File: config.mk
export PLATFORM = sky130hd
export DESIGN_NAME = tone_synth
export DESIGN_NICKNAME = d
export VERILOG_FILES = /design/src/rtl/tone_synth.sv
export SDC_FILE = /design/constraint.sdc
export NUM_CORES = 1
export LEC_CHECK = 0
export ABC_CLOCK_PERIOD_IN_PS = 4600
export CORE_MARGIN = 2
export CORE_UTILIZATION = 60
export DETAILED_ROUTE_END_ITERATION = 8
export DONT_BUFFER_PORTS = 1
export HOLD_SLACK_MARGIN = 0.1
export PLACE_DENSITY = 0.76
export SETUP_SLACK_MARGIN = 0.3
export SKIP_CTS_REPAIR_TIMING = 1
export SYNTH_ARGS = -nofsm -noshare
export SYNTH_HDL_FRONTEND = slang
export SYNTH_SLANG_ARGS = --single-unit
File: constraint.sdc
create_clock -name clk -period 4.6 [get_ports clk]
set_input_delay 0.69 -clock clk [delete_from_list [all_inputs] [get_ports clk]]
set_output_delay 0.69 -clock clk [all_outputs]
set_load 0.03 [all_outputs]
File: src/rtl/tone_synth.sv
// rtl/tone_synth.sv - note frequency to square-wave speaker drive with serial divider and volume PWM
// New pitches are applied only at a wave boundary so the output never glitches.
module tone_synth #(
   parameter int CLK_HZ   = 100_000_000,
   parameter int FREQ_MIN = 20,
   parameter int FREQ_MAX = 20_000
) (
   input  logic        clk,
   input  logic        rst_n,
   input  logic [31:0] freq,
   input  logic [2:0]  vol,
   output logic        audio,
   output logic        tone_sq,
   output logic        busy,
   output logic [31:0] half_per
);

   if (CLK_HZ / (2 * FREQ_MAX) < 1) begin : g_bad_params
      $error("tone_synth: CLK_HZ too low for FREQ_MAX");
   end

   localparam logic [31:0] F_MIN    = 32'(FREQ_MIN);
   localparam logic [31:0] F_MAX    = 32'(FREQ_MAX);
   localparam logic [31:0] DIVIDEND = 32'(CLK_HZ);

   typedef enum logic [1:0] {IDLE, DIV, PEND, RUN} state_t;

   state_t      state;
   logic [31:0] f_eff;
   logic [31:0] cur_freq;
   logic [31:0] cnt;
   logic [31:0] next_hp;
   logic [31:0] quo;
   logic [31:0] rem;
   logic [4:0]  dcnt;
   logic [7:0]  pwm_cnt;
   logic [32:0] divisor;
   logic [32:0] shifted;
   logic [32:0] diff;
   logic        take;
   logic        at_edge;
   logic        pwm_on;

   always_comb begin
      f_eff = freq;
      if (freq < F_MIN)
         f_eff = '0;
      else if (freq > F_MAX)
         f_eff = F_MAX;
      divisor = {cur_freq, 1'b0};
      shifted = {rem, quo[31]};
      diff    = shifted - divisor;
      take    = ~diff[32];
      at_edge = (half_per != '0) && (cnt == half_per - 32'd1);
      pwm_on  = ({1'b0, pwm_cnt} < {1'b0, vol, 5'b0});
   end

   assign busy = (state == DIV);

   always_ff @(posedge clk) begin
      if (!rst_n) begin
         state    <= IDLE;
         cur_freq <= '0;
         cnt      <= '0;
         next_hp  <= '0;
         quo      <= '0;
         rem      <= '0;
         dcnt     <= '0;
         pwm_cnt  <= '0;
         half_per <= '0;
         tone_sq  <= 1'b0;
         audio    <= 1'b0;
      end else begin
         pwm_cnt <= pwm_cnt + 8'd1;
         // audio is the gated wave, one register stage behind tone_sq
         audio   <= tone_sq & pwm_on;

         if (half_per != '0) begin
            if (at_edge) begin
               cnt     <= '0;
               tone_sq <= ~tone_sq;
            end else begin
               cnt <= cnt + 32'd1;
            end
         end

         case (state)
            IDLE, RUN: begin
               if (f_eff != cur_freq) begin
                  cur_freq <= f_eff;
                  if (f_eff == '0) begin
                     next_hp <= '0;
                     state   <= PEND;
                  end else begin
                     rem   <= '0;
                     quo   <= DIVIDEND;
                     dcnt  <= '0;
                     state <= DIV;
                  end
               end
            end
            DIV: begin
               rem  <= take ? diff[31:0] : shifted[31:0];
               quo  <= {quo[30:0], take};
               dcnt <= dcnt + 5'd1;
               if (dcnt == 5'd31) begin
                  next_hp <= {quo[30:0], take};
                  state   <= PEND;
               end
            end
            PEND: begin
               if (half_per == '0) begin
                  half_per <= next_hp;
                  if (next_hp != '0) begin
                     cnt     <= '0;
                     tone_sq <= 1'b1;
                     state   <= RUN;
                  end else begin
                     state <= IDLE;
                  end
               end else if (at_edge) begin
                  // silence only lands on a falling boundary so the last high half is complete
                  if (next_hp != '0) begin
                     half_per <= next_hp;
                     state    <= RUN;
                  end else if (tone_sq) begin
                     half_per <= '0;
                     state    <= IDLE;
                  end
               end
            end
            default: state <= IDLE;
         endcase
      end
   end

endmodule

# Yosys cells after proc, flatten, opt, wreduce, memory -nomap -nowiden
# Index checks and enable logic that the tools add are counted.
[word_totals] ff_bits=209 inputBits=37 out_inout_bits=35 elab_cells=88
[op_classes] n_addsub=5 magnitude_cmp=3 eq_ne=12 n_mux=39 bitwise=3 n_reduce_logical=15
[op_table] operator="$mux 32" count=19
[op_table] operator="$pmux 32 s2" count=3
[op_table] operator="$logic_not 32->1" count=2
[op_table] operator="$reduce_bool 32->1" count=2
[op_table] operator="$sub 33x33->33" count=1
[op_table] operator="$add 32x1->32 const B" count=1
[op_table] operator="$eq 32x32->1" count=1
[op_table] operator="$gt 32x15->1 const B" count=1
[op_table] operator="$lt 32x5->1 const B" count=1
[op_table] operator="$ne 32x32->1" count=1
[op_table] operator="$sub 32x1->32 const B" count=1
[op_table] operator="$mux 2" count=8
[op_table] operator="$mux 5" count=2
[op_table] operator="$pmux 5 s2" count=1
[op_table] operator="$add 8x1->8 const B" count=1
[op_table] operator="$lt 8x8->1" count=1
[op_table] operator="$reduce_and 4->1" count=2
[op_table] operator="$ne 2x2->1 const B" count=3
[op_table] operator="$pmux 2 s3" count=1
[op_table] operator="$reduce_and 3->1" count=2
[op_table] operator="$add 5x1->5 const B" count=1
[op_table] operator="$eq 5x5->1 const B" count=1
[op_table] operator="$mux 1" count=5
[op_table] operator="$eq 2x2->1 const B" count=2
[op_table] operator="12 further kinds" count=14

# Depth between registers and ports, before layout
[logic_depth] word_depth=8 depth_mapped=13 ltp_nobuf=12

# Worst setup path before layout
# Ideal clock, no wire load.
[synth_path] kind="input -> register" startpoint="input port freq[8]" endpoint="register rem[30]" setup_ps=134 arrival_ps=3590 required_ps=4466 slack_ps=876 cell_stages=13 n_path_buf=4 cell_sequence="or2_1 -> or4_1 -> clkbuf_1 -> o21a_1 -> clkbuf_1 -> o31ai_1 -> o22ai_1 -> or4_1 -> clkbuf_1 -> a31oi_1 -> or2_2 -> clkbuf_1 -> o22ai_1"
[synth_between] elab_chain_len=6
[synth_lines] item="from (decl)" line="10" rtl="input logic [31:0] freq,"
[synth_lines] item="$gt 32x15->1" line="48" rtl="else if (freq > F_MAX)"
[synth_lines] item="$mux 32" line="48"
[synth_lines] item="$mux 32 (*)" line="46" rtl="if (freq < F_MIN)"
[synth_lines] item="$ne 32x32->1 or $logic_not 32->1 (tied branches)" line="89, 91"
[synth_lines] item="$ne 2x2->1 (no line)"
[synth_lines] item="$reduce_and 3->1 (no line) (*)"
[synth_lines] item="to (signal assigned)" line="103" rtl="rem <= take ? diff[31:0] : shifted[31:0];"
[synth_lines] item="to (decl)" line="34" rtl="logic [31:0] rem;"
# Mark *: on every way between the ends. The rest lies on a longest branch, timed or not.
# A chain may end at the register's enable or synchronous reset.

# Final worst setup path
[layout_path] startpoint="register half_per[12]" endpoint="register half_per[7]"
[layout_between] elab_chain_len=5
[layout_lines] item="from (decl)" line="15" rtl="output logic [31:0] half_per"
[layout_lines] item="from (signal assigned)" line="113" rtl="half_per <= next_hp;"
[layout_lines] item="from (signal assigned)" line="124" rtl="half_per <= next_hp;"
[layout_lines] item="$sub 32x1->32" line="54" rtl="at_edge = (half_per != '0) && (cnt == half_per - 32'd1);"
[layout_lines] item="$eq 32x32->1" line="54"
[layout_lines] item="$logic_and 1x1->1" line="54"
[layout_lines] item="$reduce_bool 2->1 (no line)"
[layout_lines] item="$reduce_and 3->1 (no line)"
# Parallel ways exist; a longest one is shown, timed or not.

==> impl_metrics.py <==
metrics = {
    "routing": {
        "ant_nets": 0,
        "drtIter0Drc": 951,
        "wire_per_inst_microns": 17.2,
        "viasPerCell": 6.20,
        "drc": 0,
        "drt-total-wl_microns": 30400,
        "dr.pass1.iters": 6,
        "vias": 10900,
    },
    "sta": {
        "drv_slew": 0,
        "hold_viol": 0,
        "max_freq_mhz": 247,
        "rsz0062_at_grt": "no",
        "fin_crit_sh_pct": 87.9,
        "worst_slack_ns": 0.558,
        "skew_ns": 0.0194,
        "fin_crit_ns": 4.04,
        "slew_headroom_pct": 41.5,
        "fin_tns_setup_ns": 0,
        "finalSetupViolations": 0,
        "worstMarginPinSlew_ns": 0.877,
    },
    "layout": {
        "antenna_cells": 0,
        "syn_to_final_growth_pct": 9.52,
        "drive_gt1_share_pct": 6.80,
        "fillers": 1670,
        "nets": 1560,
    },
    "die": {
        "pin_count": 72,
        "die_area_sq_um": 21200,
        "dieWidth_microns": 146,
        "design.core.area_sq_um": 19600,
        "rows": 51,
        "fp.dieH_microns": 146,
        "initial_utilization_pct": 61.5,
    },
    "logic_synthesis": {
        "ys.flop_type": "dfxtp_1",
        "ys_top_cells_by_count": "dfxtp_1 (209), nor2_1 (138), a21oi_1 (131), nand2_1 (130), nand3_1 (80)",
        "ys_warn_count": 0,
        "synth_cells": 1518,
        "synth.most_common_cell": "dfxtp_1",
        "yosysSeqAreaShare_pct": 34.7,
        "synthArstFlopShare_pct": 0,
        "syn_area_per_cell_sq_um": 7.94,
        "ys_types": 79,
        "yosys.area.top_type_share_pct": 34.7,
        "ys_ff_latch": 209,
        "synth-edff-count": 0,
        "synth_top_area_cell": "dfxtp_1",
        "syn-num-nets": 1597,
        "synth_area_sq_um": 12100,
        "synthTopCellsByArea": "dfxtp_1 (35%), a21oi_1 (5.4%), nor2_1 (4.3%)",
    },
    "grt": {
        "overflow": 0,
        "antenna_found_initial": 0,
        "grt_first_pass_wirelength_microns": 50600,
        "grt_max_degree": 73,
        "first_global_vias": 10000,
        "grt_util_all_layers_pct": 28.1,
    },
    "clocking": {
        "clk_pin_slew_ns": 0.06,
        "clk_path_buf_depth": 3,
        "cts_inserted_buffers": 24,
        "insertion_delay_ns": 0.52,
        "cts_num_sinks": 209,
        "cts_tree": "built",
        "cts-htree-levels": 1,
        "root_buffer": "clkbuf_16",
    },
    "critical_path": {
        "r2r_slack_ns": 0.56,
        "cp-endpoint": "half_per[7]",
        "path_class": "reg2reg",
        "reg2reg_to": "half_per[7]",
        "cp_max_fo": 32,
        "required_ns": 5.03,
        "crit_start": "half_per[12]",
        "cp-start-kind": "register",
        "end_kind": "register",
        "r2r_cells": 9,
        "r2r_start": "half_per[12]",
        "cp.arrival_ns": 4.47,
    },
    "pwr": {
        "p_leak_nw": 5.05,
        "total_power_mw": 9.85,
        "power.density_nw_per_um2": 746,
        "irDropWorstVdd_uv": 1180,
    },
    "placed_design": {
        "gp_congestion": 0.960,
        "dp_hpwl_microns": 21100,
        "pre_cts_ws_ns": 0.550,
        "io_buffers": 0,
    },
    "worst_hold_path": {
        "worstHoldPathType": "in2reg",
    },
    "run": {
        "maxCapViolations": 0,
    },
    "run_status": {
        "status": "completed",
    },
}
[how the worst min path moves through the flow]
| stage | startpoint | endpoint | slack [ns] | depth (start not counted) |
|---|---|---|---|---|
| 2_1_floorplan | pwm_cnt[0] | pwm_cnt[0] | 0.41 | 1 |
| 3_3_place_gp | pwm_cnt[0] | pwm_cnt[0] | 0.42 | 1 |
| 3_5_place_dp | pwm_cnt[0] | pwm_cnt[0] | 0.43 | 1 |
| 4_1_cts | rst_n | cnt[0] | 0.29 | 1 |
| 5_1_grt | rst_n | cnt[0] | 0.30 | 1 |
| 6_report | rst_n | cnt[0] | 0.31 | 1 |
[cell type report]
cell class / instances / area, sq um / area share [%]
Sequential cell: 209 / 4180 / 31.7
Clock buffer: 38 / 754 / 5.71
Multi-Input combinational cell: 1151 / 7290 / 55.3
Clock inverter: 6 / 130 / 0.986
Tap cell: 265 / 332 / 2.51
Timing Repair Buffer: 33 / 273 / 2.07
Inverter: 62 / 235 / 1.78
[state kept, by name (all words and copies together), names as in the netlist]
| register | count |
|---|---|
| cnt | 32 |
| cur_freq | 32 |
| half_per | 32 |
| next_hp | 32 |
| quo | 32 |
| rem | 32 |
| pwm_cnt | 8 |
| dcnt | 5 |
| state | 2 |
| audio | 1 |
| tone_sq | 1 |
[power by group]
part / switching [mW] / leakage (nW) / internal (mW)
combinational: 3.18 / 2.92 / 2.39
sequential: 0.171 / 1.69 / 2.02
clock: 0.746 / 0.436 / 1.34
total: 4.09 / 5.05 / 5.75
[stage by stage]
| stage | hold WS, ns | util, % | cells | area, sq um |
|---|---|---|---|---|
| CTS | 0.287 | 67.4 | 1764 | 13200 |
| finish | 0.307 | 67.4 | 1764 | 13200 |
| global placement | 0.425 | 62.9 | 1720 | 12300 |
| detailed placement | 0.432 | 62.9 | 1720 | 12300 |
| global route | 0.296 | 67.4 | 1764 | 13200 |
| floorplan | 0.413 | - | 1518 | 12100 |
[worst max-delay path, stage by stage (launching register included)]
cell      delay [ns]
dfxtp_1         0.47
or4_1           0.63
or4_1           0.67
nor3_2          0.21
o221ai_1        0.14
or4_1           0.53
nor3_1          0.37
a21bo_2         0.58
nand3_1         0.16
a21oi_1         0.18
[routing by layer]
| layer | routed length [microns] | GRT usage (%) |
|---|---|---|
| met4 | 710 | 7.30 |
| met5 | 0 | 0 |
| met3 | 2010 | 4.14 |
| met1 | 14600 | 41.6 |
| met2 | 13100 | 42.8 |
[cell families after synthesis]
| kind of cell | synth area share (%) |
|---|---|
| AND/OR/NAND/NOR | 24.4 |
| AO/OA/AOI/OAI | 19.6 |
| flip-flops | 34.7 |
| buffers and inverters | 5.17 |
| XOR/XNOR | 7.70 |
| multiplexers | 4.03 |
| adder cells (fa/ha/maj) | 4.42 |
[cell usage in the layout, fill, tap and decap left out, drive strengths merged, types with 7 or more instances in the layout]
cell type,instances
dfxtp,209
nor2,138
a21oi,132
nand2,130
o21ai,92
nand3,80
inv,61
xnor2,58
xor2,48
mux2i,44
ha,41
clkbuf,38
nor3,33
buf,33
nor4,32
and3,30
nand4,26
and2,24
a2bb2oi,16
or3,15
or4,12
nand2b,12
o211ai,12
nor3b,11
a21o,9
o22ai,9
o21a,7
and4,7
o31ai,7
a31oi,7
a21boi,7
or2,7
Power figures use the tool's default switching activity.
